==> config.mk <==
export PLATFORM = sky130hd
export DESIGN_NAME = counter_bank_flat
export DESIGN_NICKNAME = d
export VERILOG_FILES = /design/src/rtl/counter_bank_if.sv /design/src/rtl/counter_bank.sv /design/src/flat_wrapper.sv
export SDC_FILE = /design/constraint.sdc
export NUM_CORES = 1
export LEC_CHECK = 0
export CAP_MARGIN = 0
export CORE_MARGIN = 2
export CORE_UTILIZATION = 43
export DETAILED_ROUTE_END_ITERATION = 10
export PLACE_DENSITY = 0.86
export SYNTH_ARGS = -nofsm -noshare
export SYNTH_HDL_FRONTEND = slang
export SYNTH_SLANG_ARGS = --single-unit
==> constraint.sdc <==
create_clock -name clk -period 4.2 [get_ports clk]
set_input_delay 0.84 -clock clk [delete_from_list [all_inputs] [get_ports clk]]
set_output_delay 0.84 -clock clk [all_outputs]
set_load 0.005 [all_outputs]
==> src/rtl/counter_bank_if.sv <==
// Control/status bundle for counter_bank: the master drives the count controls,
// the slave (the counter bank) returns counter values and terminal-count flags.
interface counter_bank_if #(
  parameter int NCH   = 2,
  parameter int WIDTH = 4
);
  logic                 enable;
  logic [NCH-1:0]       ch_en;
  logic [NCH-1:0]       dir;
  logic [NCH-1:0]       load;
  logic [NCH*WIDTH-1:0] load_val;
  logic [NCH*WIDTH-1:0] out;
  logic [NCH-1:0]       tc;
  logic [NCH-1:0]       msb;

  modport master (
    output enable, ch_en, dir, load, load_val,
    input  out, tc, msb
  );

  modport slave (
    input  enable, ch_en, dir, load, load_val,
    output out, tc, msb
  );
endinterface

==> src/rtl/counter_bank.sv <==
// Bank of NCH up/down counters with per-channel load, wrap or saturate at the
// terminal value, registered terminal-count pulses and optional carry cascading.
module counter_bank #(
  parameter int NCH      = 2,
  parameter int WIDTH    = 4,
  parameter int SATURATE = 0,
  parameter int CASCADE  = 0
) (
`ifdef USE_POWER_PINS
  inout wire            vccd1,
  inout wire            vssd1,
`endif
  input  logic          clk,
  input  logic          reset,
  counter_bank_if.slave bus
);

  logic [WIDTH-1:0]     cnt_q [NCH];
  logic [WIDTH-1:0]     cnt_d [NCH];
  logic [NCH-1:0]       tc_q;
  logic [NCH-1:0]       tc_d;
  logic [NCH-1:0]       at_term;
  logic [NCH-1:0]       step;
  logic [NCH-1:0]       carry;
  logic [NCH*WIDTH-1:0] out_flat;
  logic [NCH-1:0]       msb_flat;

  // The carry ripples from channel 0 upward within one cycle; a load on a
  // channel kills its carry so higher channels do not step that cycle.
  always_comb begin : next_state
    logic ripple;
    ripple = 1'b1;
    for (int i = 0; i < NCH; i++) begin
      at_term[i] = bus.dir[i] ? (cnt_q[i] == {WIDTH{1'b1}}) : (cnt_q[i] == '0);
      step[i]    = bus.enable & bus.ch_en[i] & ((CASCADE == 0) | ripple);
      carry[i]   = step[i] & at_term[i] & ~bus.load[i];
      ripple     = carry[i];
      tc_d[i]    = carry[i];
      cnt_d[i]   = cnt_q[i];
      if (bus.load[i]) begin
        cnt_d[i] = bus.load_val[i*WIDTH +: WIDTH];
      end else if (step[i] && !(at_term[i] && (SATURATE != 0))) begin
        cnt_d[i] = bus.dir[i] ? cnt_q[i] + WIDTH'(1) : cnt_q[i] - WIDTH'(1);
      end
    end
  end

  always_ff @(posedge clk) begin
    if (reset) begin
      for (int i = 0; i < NCH; i++) begin
        cnt_q[i] <= '0;
      end
      tc_q <= '0;
    end else begin
      for (int i = 0; i < NCH; i++) begin
        cnt_q[i] <= cnt_d[i];
      end
      tc_q <= tc_d;
    end
  end

  always_comb begin
    out_flat = '0;
    msb_flat = '0;
    for (int i = 0; i < NCH; i++) begin
      out_flat[i*WIDTH +: WIDTH] = cnt_q[i];
      msb_flat[i]                = cnt_q[i][WIDTH-1];
    end
  end

  assign bus.out = out_flat;
  assign bus.msb = msb_flat;
  assign bus.tc  = tc_q;

endmodule
==> src/flat_wrapper.sv <==
// flat-port wrapper written by rule: the top's interface ports become plain ports
module counter_bank_flat 
#(
  parameter int NCH      = 2,
  parameter int WIDTH    = 4,
  parameter int SATURATE = 0,
  parameter int CASCADE  = 0
)
  (clk, reset, bus_enable, bus_ch_en, bus_dir, bus_load, bus_load_val, bus_out, bus_tc, bus_msb);
  counter_bank_if #(.NCH(NCH), .WIDTH(WIDTH)) bus_i ();
  input  logic clk;
  input  logic reset;
  input wire logic [$bits(bus_i.enable)-1:0] bus_enable;
  input wire logic [$bits(bus_i.ch_en)-1:0] bus_ch_en;
  input wire logic [$bits(bus_i.dir)-1:0] bus_dir;
  input wire logic [$bits(bus_i.load)-1:0] bus_load;
  input wire logic [$bits(bus_i.load_val)-1:0] bus_load_val;
  output wire logic [$bits(bus_i.out)-1:0] bus_out;
  output wire logic [$bits(bus_i.tc)-1:0] bus_tc;
  output wire logic [$bits(bus_i.msb)-1:0] bus_msb;
  assign bus_i.enable = bus_enable;
  assign bus_i.ch_en = bus_ch_en;
  assign bus_i.dir = bus_dir;
  assign bus_i.load = bus_load;
  assign bus_i.load_val = bus_load_val;
  assign bus_out = bus_i.out;
  assign bus_tc = bus_i.tc;
  assign bus_msb = bus_i.msb;
  counter_bank #(.NCH(NCH), .WIDTH(WIDTH), .SATURATE(SATURATE), .CASCADE(CASCADE)) u_core (.clk(clk), .reset(reset), .bus(bus_i));
endmodule
; Word-level counts from Yosys, hierarchy flattened
; Memories as Yosys holds them, arrays and structs flattened.
; Index checks and enable logic that the tools add are counted.
[totals]
ff_bits = 2
latchBits = 0
mem_bits_rw = 8
mem_bits_ro = 0
inputBits = 17
out_inout_bits = 12
wordCells = 33
memories = 1
[memory_table]
columns = name, words, width, rd, rd_ports_with_merged_regs, write_ports, line_no
row1 = u_core.cnt_q, 2, 4, 2, 0, 2, counter_bank.sv:18  ; logic [WIDTH-1:0] cnt_q [NCH];
[op_classes]
addsub = 4
mul = 0
div = 0
n_lt_le_gt_ge = 0
n_eq_ne = 2
shift = 0
muxes = 13
n_bitwise = 10
reduce_logical = 2
[op_table]
columns = op, count
row1 = two-way mux 4 bit, 8
row2 = adder 4 x 1 -> 4 bit (second input constant), 2
row3 = == test 4 bit (second input constant), 2
row4 = zero test 4 bit, 2
row5 = subtractor 4 x 1 -> 4 bit (second input constant), 2
row6 = bitwise AND 1 bit, 6
row7 = two-way mux 1 bit, 5
row8 = inverter 1 bit, 2
row9 = bitwise OR 1 bit, 2

; Logic depth before layout (Yosys ltp)
[logic_depth]
word_depth = 5
ltp_mapped = 5

; Least setup slack after synthesis
; No wires, ideal clock.
[synth_timing]
path_type = input -> register
start = input port bus_dir[0]
end = memory u_core.cnt_q[0][2]
arrival_ns = 1.849
t_required_ns = 4.130
slack_ns = 2.281
stages = 5
cell_sequence = inv_1 -> fa_1 -> xnor2_1 -> a311o_1 -> a21oi_1
[synth_rtl]
columns = item, line_no
row1 = start: declaration, flat_wrapper.sv:15  ; input wire logic [$bits(bus_i.dir)-1:0] bus_dir;
row2 = end: declaration, counter_bank.sv:18

==> impl_metrics.tcl <==
set metrics [dict create \
    outcome "finished clean" \
    clockBufferDepth 2 \
    cp_max_fo 4 \
    min_path_type "flip-flop to flip-flop" \
    synth_nets 102 \
    num-fill-cells 133 \
    post-cts-setup-buffers 0 \
    maxSlewViolCount 0 \
    final_net_count 131 \
    yosysWarnings 0 \
    die_area_mm2 0.00188 \
    root_buffer "clkbuf_4" \
    ctsHoldBuffers 0 \
    viasPerCell 5.86 \
    finalClockSkew_ns 0.00478 \
    initial_utilization_pct 45.2 \
    portBuffers 28 \
    setup_viol_count_final 0 \
    synthToLayoutAreaGrowth_pct 46.4 \
    fp.dieH_um 43.3 \
    wl_per_cell_um 13.7 \
    grt-ovfl-total 0 \
    period_needed_ns 2.31 \
    async_reset_ff_share_pct 0 \
    grt_max_degree 10 \
    place_area_um2 938 \
    powerDensity_mw_per_mm2 285 \
    rows 14 \
    dp_hpwl_um 1280 \
    critPathCaptureType "flip-flop" \
    ioPinCount 29 \
    finalCritPeriodShare_pct 54.9 \
    drc 0 \
    synth.avg_cell_area_um2 8.43 \
    design_area_um2 975 \
    synthesis.area_um2 666 \
    cts_resized 0 \
    clock_sinks 10 \
    rsz0062_at_grt "no" \
    cts_tree "yes" \
    n_antenna_cell 0 \
    cp_data_required_time_ns 4.39 \
    die_w_um 43.3 \
    synth_ff_type "dfxtp_1" \
    yosysSeqAreaShare_pct 30.1 \
    first_global_vias 707 \
    ys_types 24 \
    fmax_ghz 0.433 \
    gr-usage-all-layers_pct 20.2 \
    relSlewSlack_pct 75.4 \
    cp_slowest_cell "clkdlybuf4s50_1" \
    vias 721 \
    drive_gt1_share_pct 4.67 \
    hold_ws_ns 0.530 \
    synth_enable_flop_cells 0 \
    numCtsBuffers 3 \
    cts_max_level 1 \
    ys_ff_latch 10 \
    maxCapViolations 0 \
    crit_arrival_ns 2.50 \
    drtAntennaViolNets 0 \
    final_hold_viol_count 0 \
    dr.pass1.iters 4 \
    ir_drop_v 0.000195 \
    cts.clk_slew.worst_paths_ns 0.07 \
    fin_tns_setup_ns 0 \
    core_mm2 0.00147 \
    critPathMaxStageDelay_ns 0.52 \
    worst_pin_slew_ns 0.368 \
    drt-total-wl_um 1690 \
    crit_type "primary input to flip-flop" \
    power.leakage_nw 0.390 \
    clk-insertion-delay-late_ns 0.27 \
    cp_cell_sequence "clkdlybuf4s50_1 > inv_1 > fa_1 > xnor2_1 > a311o_1 > a21oi_1" \
    routabilityCongestion 0.866 \
    synthCells 79 \
    crit_path_start_kind "primary input" \
    grt_pass1_wl_um 2930 \
    drt_iter0_drc 22 \
    antenna_found_initial 0 \
]
==> cell type report <==
cell class / count / area (um^2) / share of cell area (%)
clock buffers: 4 / 36.3 / 3.72
inverters: 4 / 15.0 / 1.54
multi-input cells: 61 / 423 / 43.4
flip-flops and latches: 10 / 200 / 20.5
well taps: 16 / 20.0 / 2.05
repair buffers: 28 / 280 / 28.8
==> worst max-delay path: cells and delay by family <==
family,cells,cell delay (ns)
buf+inv,2,0.64
compound gates,2,0.49
fa+ha+maj,1,0.39
xor+xnor,1,0.15
==> logic make-up (layout without fill, tap and decap cells) <==
family	after synthesis	in the layout	synth area share, %
buffers and inverters	8	36	6.39
adder cells (fa/ha/maj)	6	6	13.5
AND/OR/NAND/NOR	29	29	22.0
AO/OA/AOI/OAI	20	20	20.1
XOR/XNOR	6	6	7.89
flip-flops	10	10	30.1
==> per-layer routing <==
layer	up-vias	track usage, %	share of wire (%)
met5	-	0	0
met4	0	7.27	1.4
met3	4	6.25	8.2
met2	43	34.3	48
met1	332	24.0	43
li1	342	-	-
==> synth_stat cells (2+ instances only) <==
cell,number,share of area [%]
inv_1,4,2.3
fa_1,2,6.0
a311o_1,2,3.0
a21oi_1,10,7.5
a211oi_1,2,2.3
nor4_1,2,1.9
dfxtp_1,10,30
nor2_1,4,2.3
xor2_1,4,5.3
buf_4,3,3.4
and3_1,4,3.8
ha_1,4,7.5
nand3_1,7,5.3
nand2_1,8,4.5
o32ai_1,2,2.6
a311oi_1,2,2.6
xnor2_1,2,2.6
==> registers in the layout (all words and copies together) (netlist names) <==
name and count:
u_core.bus.tc 2, u_core.cnt_q 8
==> path summary, 6_finish.rpt <==
check / startpoint / end / slack [ns] / cells after the start
hold / removal: u_core.cnt_q[0][2] / u_core.bus.tc[0] / 0.53 / 2
hold reg to reg: u_core.cnt_q[0][2] / u_core.bus.tc[0] / 0.53 / 2
setup reg to reg: u_core.cnt_q[0][4] / u_core.cnt_q[0][6] / 2.64 / 4
setup / recovery: bus_dir[1] / u_core.cnt_q[0][6] / 1.89 / 6
==> cell usage in the layout (no fill, tap or decap), types with 3 or more instances in the layout <==
cell and count:
and3_1 4, nor2_1 4, inv_1 4, ha_1 4, clkbuf_4 3, nand3_1 7
nand2_1 8, clkdlybuf4s50_1 28, dfxtp_1 10, xor2_1 4, a21oi_1 10
==> report_power, final <==
part           switching, mW  leakage, nW  internal, mW  total (mW)
Sequential            0.0111       0.0826         0.101       0.112
Clock                 0.0350       0.0210        0.0526      0.0876
Combinational         0.0322        0.286        0.0462      0.0785
Total                 0.0783        0.390         0.200       0.278
==> stage by stage <==
stage / cells / setup slack [ns] / power, mW / utilization (%)
after floorplan: 79 / 2.28 / 0.152 / -
final: 123 / 1.89 / 0.278 / 66.2
after global routing: 123 / 1.84 / 0.295 / 66.2
after CTS: 123 / 1.91 / 0.280 / 66.2
after global placement: 119 / 1.68 / 0.189 / 63.8
after detailed placement: 119 / 1.63 / 0.191 / 63.8
Power figures use the tool's default switching activity.
==> RTL edit, RTL diff (same settings) <==
Reset style: asynchronous (`reset`), changed in one clocked block.
--- a/src/rtl/counter_bank.sv
+++ b/src/rtl/counter_bank.sv
@@ -46,5 +46,5 @@
   end
 
-  always_ff @(posedge clk) begin
+  always_ff @(posedge clk or posedge reset) begin
     if (reset) begin
       for (int i = 0; i < NCH; i++) begin
Behaviour: differs if reset is asserted again (counterexample within 4 cycles, from zero or initial values and one cycle with reset high); with reset held inactive, the same outputs for 10 cycles.
==> RTL edit against the original RTL <==
- die area up 7.8%
- routed wire length down 4.0%
- design area up 6.4%
- clock skew down 0.0026 ns
- power up 15%
- critical path depth up 1
- utilization up 1.0 points
- worst hold slack better by 0.13 ns
- synthesized cell count up 3.8%
- non-clock buffer count unchanged
- area after synthesis up 8.6%
- clock power down 2.6%
- sequential cell count unchanged
- setup slack better by 0.072 ns
- highest routed layer is now met3
==> RTL edit: results <==
group,metric,value,unit
placement,dp_hpwl,1.27,mm
pwr,leakage,0.462,nW
route,vias_per_cell,5.65,
setup_path,cp-startpoint,"bus_dir[0]",
global_route,grt_max_degree,14,
min_path,holdPathStages,2,
placement,io_buffer_count,28,
synthesis,synthMuxAreaShare,2.77,%
route,routed_wl,1.62,mm
route,first_pass_iters,4,
global_route,track_usage,18.7,%
finish,largest_register_ffs,6,
clock_network,cts_max_level,1,
timing,holdWs,0.664,ns
clock_network,root_buffer,"clkbuf_4",
placement,placed_area,0.00100,mm²
synthesis,yosysWarnings,0,
synthesis,synth_nets,105,
setup_path,r2r_cells,5,
setup_path,rrSetupSlack,2.74,ns
clock_network,cts.clk_slew.worst_paths,0.07,ns
setup_path,worst_setup_path_end_kind,"flop",
placement,place_congestion,0.787,
synthesis,synth-compound-area-share,16.1,%
timing,tightest_slew,0.421,ns
placement,place_ws,1.68,ns
setup_path,cp_max_fo,6,
global_route,grt_pass1_wl,2.82,mm
clock_network,post_cts_buffers,0,
synthesis,synthDistinctLibCells,29,
route,drt_iter0_drc,9,
finish,nFillCells,123,
global_route,grt_pass1_vias,664,
setup_path,crit_family,"buffers and inverters",
synthesis,synth-xor-area-share,4.84,%
synthesis,synth_adder_area_share,12.5,%
finish,regArea,250,µm²
clock_network,clock_latency,0.26,ns
pwr,internal_power,0.226,mW
finish,drive_gt1_share,7.27,%
route,wl_per_cell,12.9,µm
outcome,run_status,"finished clean",
setup_path,r2r_end,"u_core.bus.msb[0]$_DFFE_PP0P_",
min_path,holdPathEnd,"u_core.bus.out[2]$_DFFE_PP0P_",
timing,finClkSkew,0.00221,ns
global_route,antenna_found_initial,0,
timing,finalWorstSetupSlack,1.96,ns
synthesis,avgSynthCellArea,8.82,µm²
clock_network,cts_resized,0,
synthesis,async_reset_ff_share,100,%
pwr,max-vdd-ir-drop,227,µV
finish,fin_nets,134,
min_path,hp-start,"u_core.bus.out[2]$_DFFE_PP0P_",
setup_path,r2r-start,"u_core.bus.out[2]$_DFFE_PP0P_",
placement,dp.cells,122,
synthesis,ys.flop_type,"dfrtp_1",
synthesis,ys_seq_area_share,34.6,%
synthesis,yosys-top-cells-area,"dfrtp_1, ha_1, fa_1",
setup_path,worstPathArrival,2.37,ns
synthesis,synthTopCellsByCount,"dfrtp_1, nand2_1, nor2_1, o21ai_0, a21oi_1",
## RTL edit: power groups by stage
stage / clock (mW) / combinational (mW) / sequential, mW
6_report: 0.0853 / 0.108 / 0.126
3_3_place_gp: 0 / 0.106 / 0.128
5_1_grt: 0.0924 / 0.121 / 0.129
2_1_floorplan: 0 / 0.0587 / 0.125
4_1_cts: 0.0887 / 0.109 / 0.127
3_5_place_dp: 0 / 0.108 / 0.128
## RTL edit: routing by layer
layer	vias to the layer above	track usage (%)	share of wire (%)
met5	-	0	0
met4	0	5.29	0
li1	348	-	-
met2	28	31.4	51
met3	0	4.80	7.8
met1	336	23.6	41
## RTL edit: layout make-up
cell class / instances / share of cell area [%]
multi-input cells: 64 / 42.0
flip-flops and latches: 10 / 24.1
clock buffers: 4 / 3.50
repair buffers: 28 / 27.0
inverters: 4 / 1.45
well taps: 16 / 1.93
